[config.mk]
export PLATFORM = sky130hd
export DESIGN_NAME = tapped_delay_line_sync_flat
export DESIGN_NICKNAME = d
export VERILOG_FILES = /design/src/rtl/tdl_pkg.sv /design/src/rtl/tapped_delay_line_sync_if.sv /design/src/rtl/tdl_channel.sv /design/src/rtl/tapped_delay_line_sync.sv /design/src/flat_wrapper.sv
export SDC_FILE = /design/constraint.sdc
export NUM_CORES = 1
export LEC_CHECK = 0
export ABC_AREA = 0
export BUFFER_PORTS_ARGS = -buffer_cell sky130_fd_sc_hd__buf_2
export CAP_MARGIN = 40
export CORE_AREA = 10 10 47 49
export DETAILED_ROUTE_END_ITERATION = 8
export DIE_AREA = 0 0 57 59
export PLACE_DENSITY = 0.54
export SETUP_SLACK_MARGIN = 0.05
export SLEW_MARGIN = 0
export SYNTH_ARGS = -nofsm -noshare
export SYNTH_HDL_FRONTEND = slang
export SYNTH_SLANG_ARGS = --single-unit
[constraint.sdc]
create_clock -name clk -period 1 [get_ports clk]
set_input_delay 0.1 -clock clk [delete_from_list [all_inputs] [get_ports clk]]
set_output_delay 0.1 -clock clk [all_outputs]
set_load 0.02 [all_outputs]
[src/rtl/tdl_pkg.sv]
// Shared helpers for the tapped delay line: width functions and the tap index type.
package tdl_pkg;

  localparam int unsigned MaxTw = 8;

  typedef logic [MaxTw-1:0] tap_idx_t;

  function automatic int unsigned clog2(input int unsigned v);
    int unsigned r = 0;
    int unsigned x = 1;
    while (x < v) begin
      x = x << 1;
      r++;
    end
    return r;
  endfunction

  // Index width for TAPS taps; never zero so a single-tap line still has a port.
  function automatic int unsigned tw_of(input int unsigned taps);
    return (clog2(taps) == 0) ? 1 : clog2(taps);
  endfunction

  function automatic int unsigned depth_of(input int unsigned taps, input int unsigned spacing);
    return taps * spacing;
  endfunction

  // Counter must reach MIN_PW-1.
  function automatic int unsigned cnt_w_of(input int unsigned min_pw);
    return (clog2(min_pw) == 0) ? 1 : clog2(min_pw);
  endfunction

endpackage

[src/rtl/tapped_delay_line_sync_if.sv]
// Bus bundle between the delay line and its user: enable, inputs, window select, taps.
interface tapped_delay_line_sync_if #(
  parameter int unsigned CHANNELS = 1,
  parameter int unsigned TAPS     = 5
) ();

  localparam int unsigned TW = tdl_pkg::tw_of(TAPS);

  logic                     en;
  logic [CHANNELS-1:0]      din;
  logic [CHANNELS*TAPS-1:0] tap_o;
  logic [TW-1:0]            win_start;
  logic [TW-1:0]            win_end;
  logic [CHANNELS-1:0]      win_o;

  modport master (
    output en, din, win_start, win_end,
    input  tap_o, win_o
  );

  modport slave (
    input  en, din, win_start, win_end,
    output tap_o, win_o
  );

endinterface

[src/rtl/tdl_channel.sv]
// One delay line: optional min-width deglitch filter feeding a DEPTH-stage shift register.
module tdl_channel import tdl_pkg::*; #(
  parameter int unsigned TAPS        = 5,
  parameter int unsigned TAP_SPACING = 1,
  parameter int unsigned MIN_PW      = 1
) (
  input  logic            clk_i,
  input  logic            rst_i,
  input  logic            en_i,
  input  logic            din_i,
  output logic [TAPS-1:0] tap_o
);

  localparam int unsigned Depth = depth_of(TAPS, TAP_SPACING);
  localparam int unsigned CntW  = cnt_w_of(MIN_PW);
  localparam logic [CntW-1:0] CntLast = CntW'(MIN_PW - 1);

  logic [Depth-1:0] stage_q, stage_d;
  logic [CntW-1:0]  cnt_q, cnt_d;

  always_comb begin
    stage_d = stage_q;
    cnt_d   = '0;
    // Load only on the MIN_PW-th consecutive differing sample; any agreement clears the count.
    if (din_i != stage_q[0]) begin
      if (cnt_q == CntLast) begin
        stage_d[0] = din_i;
      end else begin
        cnt_d = cnt_q + CntW'(1);
      end
    end
    for (int unsigned i = 1; i < Depth; i++) begin
      stage_d[i] = stage_q[i-1];
    end
  end

  always_ff @(posedge clk_i) begin
    if (rst_i) begin
      stage_q <= '0;
      cnt_q   <= '0;
    end else if (en_i) begin
      stage_q <= stage_d;
      cnt_q   <= cnt_d;
    end
  end

  for (genvar k = 0; k < TAPS; k++) begin : g_tap
    assign tap_o[k] = stage_q[(k+1)*TAP_SPACING-1];
  end

endmodule

[src/rtl/tapped_delay_line_sync.sv]
// Multi-channel clocked tapped delay line with a shared runtime-selected tap window.
module tapped_delay_line_sync import tdl_pkg::*; #(
  parameter int unsigned CHANNELS    = 1,
  parameter int unsigned TAPS        = 5,
  parameter int unsigned TAP_SPACING = 1,
  parameter int unsigned MIN_PW      = 1
) (
  input  logic                    clk,
  input  logic                    reset,
  tapped_delay_line_sync_if.slave bus
);

  tap_idx_t start_idx, end_idx;
  logic     win_valid;

  assign start_idx = tap_idx_t'(bus.win_start);
  assign end_idx   = tap_idx_t'(bus.win_end);
  // Out-of-range or empty/reversed selections disable the window entirely.
  assign win_valid = (start_idx < end_idx) && (end_idx < tap_idx_t'(TAPS));

  for (genvar c = 0; c < CHANNELS; c++) begin : g_ch
    logic [TAPS-1:0] taps;
    logic            sel_start, sel_end;

    tdl_channel #(
      .TAPS        (TAPS),
      .TAP_SPACING (TAP_SPACING),
      .MIN_PW      (MIN_PW)
    ) u_ch (
      .clk_i (clk),
      .rst_i (reset),
      .en_i  (bus.en),
      .din_i (bus.din[c]),
      .tap_o (taps)
    );

    assign bus.tap_o[c*TAPS +: TAPS] = taps;

    always_comb begin
      sel_start = 1'b0;
      sel_end   = 1'b0;
      for (int unsigned k = 0; k < TAPS; k++) begin
        if (tap_idx_t'(k) == start_idx) sel_start = taps[k];
        if (tap_idx_t'(k) == end_idx)   sel_end   = taps[k];
      end
    end

    assign bus.win_o[c] = win_valid & sel_start & ~sel_end;
  end

endmodule

[src/flat_wrapper.sv]
// flat-port wrapper written by rule: the top's interface ports become plain ports
module tapped_delay_line_sync_flat import tdl_pkg::*;
#(
  parameter int unsigned CHANNELS    = 1,
  parameter int unsigned TAPS        = 5,
  parameter int unsigned TAP_SPACING = 1,
  parameter int unsigned MIN_PW      = 1
)
  (clk, reset, bus_en, bus_din, bus_win_start, bus_win_end, bus_tap_o, bus_win_o);
  tapped_delay_line_sync_if #(.CHANNELS(CHANNELS), .TAPS(TAPS)) bus_i ();
  input  logic clk;
  input  logic reset;
  input wire logic [$bits(bus_i.en)-1:0] bus_en;
  input wire logic [$bits(bus_i.din)-1:0] bus_din;
  input wire logic [$bits(bus_i.win_start)-1:0] bus_win_start;
  input wire logic [$bits(bus_i.win_end)-1:0] bus_win_end;
  output wire logic [$bits(bus_i.tap_o)-1:0] bus_tap_o;
  output wire logic [$bits(bus_i.win_o)-1:0] bus_win_o;
  assign bus_i.en = bus_en;
  assign bus_i.din = bus_din;
  assign bus_i.win_start = bus_win_start;
  assign bus_i.win_end = bus_win_end;
  assign bus_tap_o = bus_i.tap_o;
  assign bus_win_o = bus_i.win_o;
  tapped_delay_line_sync #(.CHANNELS(CHANNELS), .TAPS(TAPS), .TAP_SPACING(TAP_SPACING), .MIN_PW(MIN_PW)) u_core (.clk(clk), .reset(reset), .bus(bus_i));
endmodule
==> key figures, run 1 <==
Global route
  • First-pass GRT wire length: between 1500 and 2000 um
  • Total grt overflow: 0
  • Largest net degree at the start of global routing: 6
  • Vias in the first global route: ~400
  • Initial antenna violation count: 0
  • Tot GR Track Use: under 10%

Route
  • WL per Instance: around 12 um
  • First-pass detailed-route iteration total: 2
  • Vias: ~330
  • DR iter-0 viols: 1
  • Routed wire length: roughly 900 um
  • Via density: about 4.5
  • Routed Antenna Nets: 0
  • # DRC: 0

Clock tree
  • Root buf cell: clkbuf_4
  • CTS Buf Count: 3
  • Clock sink total: 5
  • Max Buffers Root-to-Sink: 2
  • Hold_buf cts: 0
  • Worst skew pair latency: 0.24 ns
  • CTS tree: done
  • CTS clk-pin slew, worst paths: approximately 0.04 ns
  • H-tree levels: 1

Logic synthesis
  • Synth Area in Simple Gates: about 14%
  • Syn_area_per_cell: approximately 10 um2
  • Cell variety after synth: 12
  • Ys Warns: 0
  • Compound-Gate Fraction of Synth Area: approximately 7.7%
  • Sequential area share after synthesis: between 30 and 40%
  • Register bit total from synthesis: 5
  • Post-synthesis mux area share: approximately 34%
  • Mapped Cells: 30
  • Cell Area, Synth: around 310 um2
  • Post-synthesis xor/xnor area fraction: 0%
  • Main combinational cell family by area after synthesis: multiplexers
  • Adder-cell share of the synthesized area: under 10%
  • Synthesized Nets: 42

Job
  • Max-cap violations: 0

Layout
  • Commonest cells after routing, fill and taps aside: buf_2, buf_6, buf_4, nor2_1
  • NumNets Final: between 70 and 80
  • Share of cells above drive strength 1: between 60% and 70%
  • Max FFs per register: 5
  • Final instance area: 588 um2
  • Post-layout util: a little over two fifths
  • N_diodes: 0
  • P&R area growth vs syn: 90.3%

Critical path
  • Worst-path cell chain: mux4_2 > mux2i_4 > a211oi_4 > buf_6
  • Worst Path Arrival: between 1 and 1.5 ns
  • R2r startpoint: u_core.g_ch[0].u_ch.tap_o[3]
  • R2r endpoint: u_core.g_ch[0].u_ch.tap_o[4]
  • R2r worst-path depth: 3
  • Crit path kind: flop to primary output
  • Crit-path max cell delay: around 0.5 ns
  • CP max stage cell: mux4_2
  • R2r setup slk: about 0.26 ns
  • Highest net fanout along the worst path: 3
  • CP Launch Type: flop
  • CP endpoint kind: primary output
  • Req. time, crit path: approximately 0.9 ns

Timing
  • RSZ-0062 raised after global routing: yes
  • Final hold vios: 0
  • Post-route setup slack: -0.524 ns
  • Post-layout min period: ~1.5 ns
  • Maximum clock rate: 656 MHz
  • Final setup vio count: 1
  • Setup Skew: 0.000265 ns
  • Worst-margin pin slew: between 0.2 and 0.3 ns
  • Final slew viol count: 0
  • Period Utilization, post-route: 152%
  • Max-Slew Margin vs Limit: about four fifths

Placed design
  • GPL Wtd Cong: between 0.6 and 0.7
  • Placed instance area: between 400 and 500 um2
  • I/O Buffers: 15

Floorplan
  • I/O pin total: 16
  • Initial Utilization: 22.1%
  • Core Rows: 14
  • Die Width: between 50 and 60 um
  • Core area: 1400 um2
  • Die area: roughly 3400 um2
  • Die Ht: approximately 60 um

Min path
  • Min-Delay Endpoint: u_core.g_ch[0].u_ch.tap_o[2]
  • Hold wc startpoint: reset
  • Worst hold path depth: 2
  • HP Class: input pin to flop

Status
  • Failing checks: setup timing
  • Status: finished with violations

Power
  • Max VDD drop: 0.557 mV
  • PD cells: just under 1000 nW/um2
  • LEAKAGE: roughly 0.00027 uW
[worst max-delay path by stage]
stage,end,cells past startpoint,from
floorplan,bus_win_o,2,u_core.g_ch[0].u_ch.tap_o[3]
global placement,bus_win_o,7,bus_win_end[2]
detailed placement,bus_win_o,7,bus_win_end[2]
CTS,bus_win_o,4,u_core.g_ch[0].u_ch.tap_o[2]
global route,bus_win_o,4,u_core.g_ch[0].u_ch.tap_o[2]
finish,bus_win_o,4,u_core.g_ch[0].u_ch.tap_o[3]
[final cells by class]
cell class,count,area [um2]
Clock buffer,4,26.3
Multi-Input combinational cell,22,229
Inverter,2,7.51
Tap cell,16,20.0
Fill cell,156,813
Timing Repair Buffer,25,199
Sequential cell,5,106
[per-stage QoR]
| step | setup TNS [ns] | hold slack (ns) | setup WS [ns] | total power (uW) | instances |
|---|---|---|---|---|---|
| after floorplan | -0.269 | 0.165 | -0.269 | 266 | 30 |
| after global placement | -0.340 | 0.325 | -0.340 | 325 | 70 |
| final | -0.524 | 0.0762 | -0.524 | 571 | 74 |
| after detailed placement | -0.365 | 0.326 | -0.365 | 326 | 70 |
| after CTS | -0.539 | 0.0656 | -0.539 | 584 | 74 |
| after global routing | -0.584 | 0.0701 | -0.584 | 627 | 74 |
[repair_timing]
action / 4_1_cts / 5_1_grt
endpoints found under the setup margin: 5 / 6
gates resized for setup: 14 / 6
pin swaps: 1 / 2
setup buffers: 0 / 1
[Yosys cell counts (all sizes together)]
library cell  count  area [um2]
mux4              2        45.0
o21ai             1        5.00
inv               2        7.51
mux2i             6        60.1
dfxtp             5         100
ha                2        25.0
nor4              1        6.26
nor2              6        22.5
clkbuf            1        3.75
a211oi            1        12.5
nor3b             2        15.0
o22ai             1        6.26
[logic make-up after synthesis]
kind of cell               Yosys count
buffers and inverters                3
AOI/OAI and AO/OA                    3
muxes                                8
adders and majority gates            2
and+or+nand+nor                      9
DFF                                  5
[report_power, final]
part | total (uW) | switching (uW) | internal, uW
Combinational | 129 | 57.5 | 71.5
Sequential | 210 | 3.83 | 206
Clock | 233 | 81.9 | 151
[worst max-delay path, delay by kind of cell (launching register included)]
family	cells	cell delay [ns]
mux	2	0.68
compound gates	1	0.05
buf+inv	1	0.14
flops	1	0.31
[routing by layer]
metal	track usage, %	share of wire [%]
met2	10.4	57
met5	0	0
met3	3.00	8.5
met4	4.03	0
met1	5.24	34
(Power assumes the default switching activity.)
==> run 2, diff against run 1 <==
--- a/config.mk
+++ b/config.mk
@@ -11,7 +11,7 @@
 export CORE_AREA = 10 10 47 49
 export DETAILED_ROUTE_END_ITERATION = 8
 export DIE_AREA = 0 0 57 59
-export PLACE_DENSITY = 0.54
+export PLACE_DENSITY = 0.53
 export SETUP_SLACK_MARGIN = 0.05
 export SLEW_MARGIN = 0
 export SYNTH_ARGS = -nofsm -noshare
==> constraint.sdc (replaced) <==
create_clock -name clk -period 1.6 [get_ports clk]
set_input_delay 0.16 -clock clk [delete_from_list [all_inputs] [get_ports clk]]
set_output_delay 0.16 -clock clk [all_outputs]
set_load 0.02 [all_outputs]
==> key figures, run 2 (same netlist as run 1, synthesis figures left out) <==
Critical path
  • R2r worst-path depth: 3 (unchanged)
  • Delay-heaviest family, CP: multiplexers
  • Worst Path Arrival: 1.38 ns (-0.04 ns)
  • R2r endpoint: u_core.g_ch[0].u_ch.tap_o[3]
  • Highest net fanout along the worst path: 3 (unchanged)
  • Crit path kind: flop to primary output
  • CP Launch Type: flop
  • R2r startpoint: u_core.g_ch[0].u_ch.tap_o[2]
  • Crit path buffers/inverters: 1 (unchanged)
  • Worst-path cell chain: mux4_2 > a211oi_2 > buf_4
  • Crit-path max cell delay: 0.46 ns (-0.03 ns)
  • R2r setup slk: 0.86 ns (+0.60 ns)
  • Req. time, crit path: 1.44 ns (+0.54 ns)
  • CP max stage cell: mux4_2
  • CP endpoint kind: primary output

Clock tree
  • CTS tree: done
  • CTS clk-pin slew, worst paths: 0.05 ns (about the same)
  • Max Buffers Root-to-Sink: 2 (unchanged)
  • Worst skew pair latency: 0.24 ns (about the same)
  • Root buf cell: clkbuf_4
  • CTS Buf Count: 3 (unchanged)
  • Hold_buf cts: 0 (unchanged)
  • H-tree levels: 1 (unchanged)
  • Clock sink total: 5 (unchanged)

Floorplan
  • Die Ht: 59 um (unchanged)
  • Initial Utilization: 22.1% (unchanged)
  • Die area: 3360 um2 (unchanged)
  • I/O pin total: 16 (unchanged)
  • Core Rows: 14 (unchanged)
  • Die Width: 57 um (unchanged)
  • Core area: 1400 um2 (unchanged)

Global route
  • First-pass GRT wire length: 1450 um (-9.0%)
  • Initial antenna violation count: 0 (unchanged)
  • Total grt overflow: 0 (unchanged)
  • Largest net degree at the start of global routing: 6 (unchanged)
  • Vias in the first global route: 346 (-13%)
  • Tot GR Track Use: 5.37% (-0.56 points)

Timing
  • Final setup vio count: 0 (-1)
  • Maximum clock rate: between 600 and 700 MHz
  • Final hold vios: 0 (unchanged)
  • Period Utilization, post-route: a little over nine tenths
  • Final slew viol count: 0 (unchanged)
  • Max-Slew Margin vs Limit: 82.6% (+0.67 points)
  • Worst-margin pin slew: 0.261 ns (-0.0106 ns)
  • Post-layout min period: ~1.5 ns
  • Setup Skew: 0.00729 ns (+0.00703 ns)
  • Final setup TNS: 0 ns (+0.524 ns)
  • RSZ-0062 raised after global routing: yes

Layout
  • Share of cells above drive strength 1: 57.7% (-9.5 points)
  • Final std cells w/o fill: 68 (-8.1%)
  • Commonest non-fill, non-tap cell in the layout: buf_2
  • Commonest cells after routing, fill and taps aside: buf_2, nor2_1, mux2i_1, buf_4, dfxtp_2
  • N_diodes: 0 (unchanged)
  • Max FFs per register: 5 (unchanged)
  • P&R area growth vs syn: 52.2%
  • Post-layout util: 33.6% (-8.4 points)
  • NumNets Final: 65 (-8.5%)
  • Final instance area: 470 um2 (-20%)

Placed design
  • DP Wirelength: roughly 660 um
  • GPL Wtd Cong: 0.674 (+5.2%)
  • Placed instance area: 400 um2 (-18%)
  • Cell total after placement: 60 (-14%)
  • I/O Buffers: 15 (unchanged)

Power
  • Max VDD drop: 0.386 mV (-31%)
  • Total Power: 340 uW (-41%)
  • LEAKAGE: 0.000238 uW (-13%)
  • PD cells: 722 nW/um2 (-26%)

Route
  • # DRC: 0 (unchanged)
  • WL per Instance: 12.3 um (+3.3%)
  • Via density: 4.35 (-2.7%)
  • First-pass detailed-route iteration total: 4 (+2)
  • Routed wire length: 838 um (-5.1%)
  • Vias: 296 (-11%)
  • DR iter-0 viols: 3 (+2)
  • Routed Antenna Nets: 0 (unchanged)

Min path
  • Hold wc startpoint: reset
  • Worst hold path depth: 2 (unchanged)
  • HP Class: input pin to flop
  • Min-Delay Endpoint: u_core.g_ch[0].u_ch.tap_o[2]

Job
  • Max-cap violations: 0 (unchanged)

Status
  • Status: complete, no violations
-- run 2: power by group --
group	switching, uW	internal, uW	leakage, uW
Combinational	29.6	30.2	0.000180
Clock	54.7	94.5	0.0000150
Sequential	2.09	129	0.0000424
Total	86.4	253	0.000238
-- run 2: final cells by class --
cell class | count | area (um2)
Inverter | 2 | 7.51
Sequential cell | 5 | 105
Timing Repair Buffer | 19 | 108
Multi-Input combinational cell | 22 | 204
Clock buffer | 4 | 26.3
Fill cell | 167 | 931
Tap cell | 16 | 20.0
-- run 2: worst max-delay path by stage --
stage | startpoint | end | cells past startpoint
5_1_grt | u_core.g_ch[0].u_ch.tap_o[2] | bus_win_o | 3
2_1_floorplan | u_core.g_ch[0].u_ch.tap_o[3] | bus_win_o | 2
3_5_place_dp | bus_win_end[2] | bus_win_o | 7
6_report | u_core.g_ch[0].u_ch.tap_o[2] | bus_win_o | 3
4_1_cts | u_core.g_ch[0].u_ch.tap_o[3] | bus_win_o | 3
3_3_place_gp | bus_win_end[2] | bus_win_o | 7
-- run 2: metal layers --
| metal | part of all wire, % | vias to the layer above | wire length, um | global-route usage (%) |
|---|---|---|---|---|
| met3 | 9.9 | 0 | 83 | 2.36 |
| met1 | 40 | 132 | 337 | 5.97 |
| met4 | 0 | 0 | 0 | 5.03 |
| met2 | 50 | 11 | 417 | 7.44 |
| li1 | - | 153 | - | - |
| met5 | 0 | - | 0 | 0 |
-- run 2: through the flow --
| stage | hold WS [ns] | worst slack (ns) |
|---|---|---|
| 6_report | 0.137 | 0.0583 |
| 5_1_grt | 0.141 | -0.0215 |
| 4_1_cts | 0.127 | 0.0414 |
| 3_5_place_dp | 0.392 | 0.175 |
| 3_3_place_gp | 0.394 | 0.176 |
| 2_1_floorplan | 0.232 | 0.161 |
-- run 2: what timing repair did --
item	CTS	global route
gates resized for setup	5	1
pin swaps	1	0
endpoints found under the setup margin	1	1
endpoints found under the hold margin	0	0
buffers inserted	4	0
==> run 3, diff against run 2 <==
--- a/config.mk
+++ b/config.mk
@@ -8,9 +8,9 @@
 export ABC_AREA = 0
 export BUFFER_PORTS_ARGS = -buffer_cell sky130_fd_sc_hd__buf_2
 export CAP_MARGIN = 40
-export CORE_AREA = 10 10 47 49
+export CORE_AREA = 3 3 40 42
 export DETAILED_ROUTE_END_ITERATION = 8
-export DIE_AREA = 0 0 57 59
+export DIE_AREA = 0 0 43 45
 export PLACE_DENSITY = 0.53
 export SETUP_SLACK_MARGIN = 0.05
 export SLEW_MARGIN = 0
==> key figures, run 3 (same netlist as run 1, synthesis figures left out) <==
Power
  • LEAKAGE: 0.000238 uW (unchanged)
  • PD cells: 705 nW/um2 (-2.3%)
  • Max VDD drop: 0.327 mV (-15%)

Placed design
  • DP Wirelength: 574 um (-13%)
  • GPL Wtd Cong: 0.698 (+3.5%)
  • I/O Buffers: 15 (unchanged)
  • Placed instance area: 399 um2 (-0.31%)
  • DP Worst Slack: 0.197 ns (+0.0225 ns)

Timing
  • Maximum clock rate: 640 MHz (-1.4%)
  • Period Utilization, post-route: 97.7% (+1.4 points)
  • Max-Slew Margin vs Limit: 87.6% (+5.0 points)
  • Post-route setup slack: 0.0363 ns (-0.0220 ns)
  • Final setup TNS: 0 ns (unchanged)
  • Worst-margin pin slew: 0.181 ns (-0.0794 ns)
  • Final hold vios: 0 (unchanged)
  • Final slew viol count: 0 (unchanged)
  • Post-layout min period: 1.56 ns (+0.0220 ns)
  • Min Hold Slack: 0.141 ns (+0.00370 ns)
  • Setup Skew: 0.000711 ns (-0.00658 ns)
  • RSZ-0062 raised after global routing: yes
  • Final setup vio count: 0 (unchanged)

Critical path
  • R2r worst-path depth: 3 (unchanged)
  • R2r startpoint: u_core.g_ch[0].u_ch.tap_o[3]
  • Worst Path Arrival: 1.40 ns (+0.02 ns)
  • Worst-path cell chain: mux4_2 > mux2i_1 > a211oi_2 > buf_4
  • R2r endpoint: u_core.g_ch[0].u_ch.tap_o[4]
  • Highest net fanout along the worst path: 3 (unchanged)
  • CP endpoint kind: primary output
  • CP max stage cell: mux4_2
  • Crit path buffers/inverters: 1 (unchanged)
  • R2r setup slk: 0.86 ns (about the same)
  • CP Launch Type: flop
  • Req. time, crit path: 1.44 ns (about the same)
  • Delay-heaviest family, CP: multiplexers
  • Crit path kind: flop to primary output
  • Crit-path max cell delay: 0.46 ns (about the same)

Layout
  • Max FFs per register: 5 (unchanged)
  • NumNets Final: 65 (unchanged)
  • N_diodes: 0 (unchanged)
  • P&R area growth vs syn: 51.8%
  • Commonest non-fill, non-tap cell in the layout: buf_2
  • Final instance area: 469 um2 (-0.27%)
  • Share of cells above drive strength 1: 57.7% (unchanged)
  • Commonest cells after routing, fill and taps aside: buf_2, nor2_1, mux2i_1, buf_4, dfxtp_2

Route
  • Vias: 305 (+3.0%)
  • Routed Antenna Nets: 0 (unchanged)
  • Via density: 4.55 (+4.6%)
  • WL per Instance: 11.1 um (-9.5%)
  • DR iter-0 viols: 2 (-1)
  • Routed wire length: 747 um (-11%)
  • First-pass detailed-route iteration total: 2 (-2)
  • # DRC: 0 (unchanged)

Min path
  • Min-Delay Endpoint: u_core.g_ch[0].u_ch.tap_o[2]
  • HP Class: input pin to flop
  • Hold wc startpoint: reset
  • Worst hold path depth: 2 (unchanged)

Floorplan
  • Initial Utilization: 24.1% (+2.0 points)
  • Core Rows: 13 (-1)
  • Die area: 1940 um2 (-42%)
  • I/O pin total: 16 (unchanged)
  • Die Ht: 45 um (-24%)
  • Die Width: 43 um (-25%)
  • Core area: 1280 um2 (-8.3%)

Global route
  • Largest net degree at the start of global routing: 6 (unchanged)
  • Vias in the first global route: 296 (-14%)
  • Initial antenna violation count: 0 (unchanged)
  • Tot GR Track Use: 9.18% (+3.8 points)
  • First-pass GRT wire length: 1300 um (-10%)
  • Total grt overflow: 0 (unchanged)

Clock tree
  • Max Buffers Root-to-Sink: 2 (unchanged)
  • H-tree levels: 1 (unchanged)
  • Worst skew pair latency: 0.23 ns (about the same)
  • CTS Buf Count: 3 (unchanged)
  • Clock sink total: 5 (unchanged)
  • CTS clk-pin slew, worst paths: 0.04 ns (about the same)
  • Root buf cell: clkbuf_4
  • CTS tree: done

Status
  • Status: complete, no violations

Job
  • Max-cap violations: 0 (unchanged)
==> run 3: cell counts in the layout (fill, tap and decap cells not counted) <==
Identical to the previous run, type by type.
==> run 3: worst max-delay path by stage <==
stage	startpoint	endpoint	slack (ns)	cells after the start
2_1_floorplan	u_core.g_ch[0].u_ch.tap_o[3]	bus_win_o	0.16	2
3_3_place_gp	bus_win_end[2]	bus_win_o	0.20	7
3_5_place_dp	bus_win_end[2]	bus_win_o	0.20	7
4_1_cts	u_core.g_ch[0].u_ch.tap_o[3]	bus_win_o	0.03	4
5_1_grt	u_core.g_ch[0].u_ch.tap_o[2]	bus_win_o	-0.03	4
6_report	u_core.g_ch[0].u_ch.tap_o[3]	bus_win_o	0.04	4
==> run 3: through the flow <==
stage | total power [uW] | util, % | std cells
4_1_cts | 339 | 36.0 | 67
2_1_floorplan | 163 | - | 30
5_1_grt | 355 | 36.5 | 67
3_5_place_dp | 187 | 31.1 | 59
3_3_place_gp | 187 | 31.1 | 59
6_report | 331 | 36.5 | 67
==> run 3: power by group <==
group          internal, uW  switching (uW)  leakage (uW)
clock network          93.9            46.5     0.0000150
registers               129            2.24     0.0000424
logic                  29.9            29.6      0.000180
total                   253            78.4      0.000238
==> run 3: worst register-to-register path: cells and delay by family, from the launching register on <==
family        cells  cell delay, ns
buf+inv           1            0.13
simple gates      1            0.05
mux               1            0.13
flops             1            0.32
==> run 3: area by class of cell <==
| type | count | area (um2) |
|---|---|---|
| inverter | 2 | 7.51 |
| multi-input combinational | 22 | 204 |
| timing repair buffer | 19 | 108 |
| clock buffer | 4 | 26.3 |
| sequential | 5 | 105 |
| fill | 146 | 816 |
| tap | 15 | 18.8 |
==> run 3: routing by layer <==
layer  routed length, um  track usage [%]
met5                   0                0
met4                   0             7.23
met3                 103             2.39
met2                 285             11.4
met1                 358             13.1
==> run 3: repair_timing <==
action                                  CTS  global route
setup buffers                             4             0
pin swaps                                 1             0
hold buffers                              0             0
resized for setup                         5             1
hold endpoints to repair                  0             0
endpoints found under the setup margin    1             1
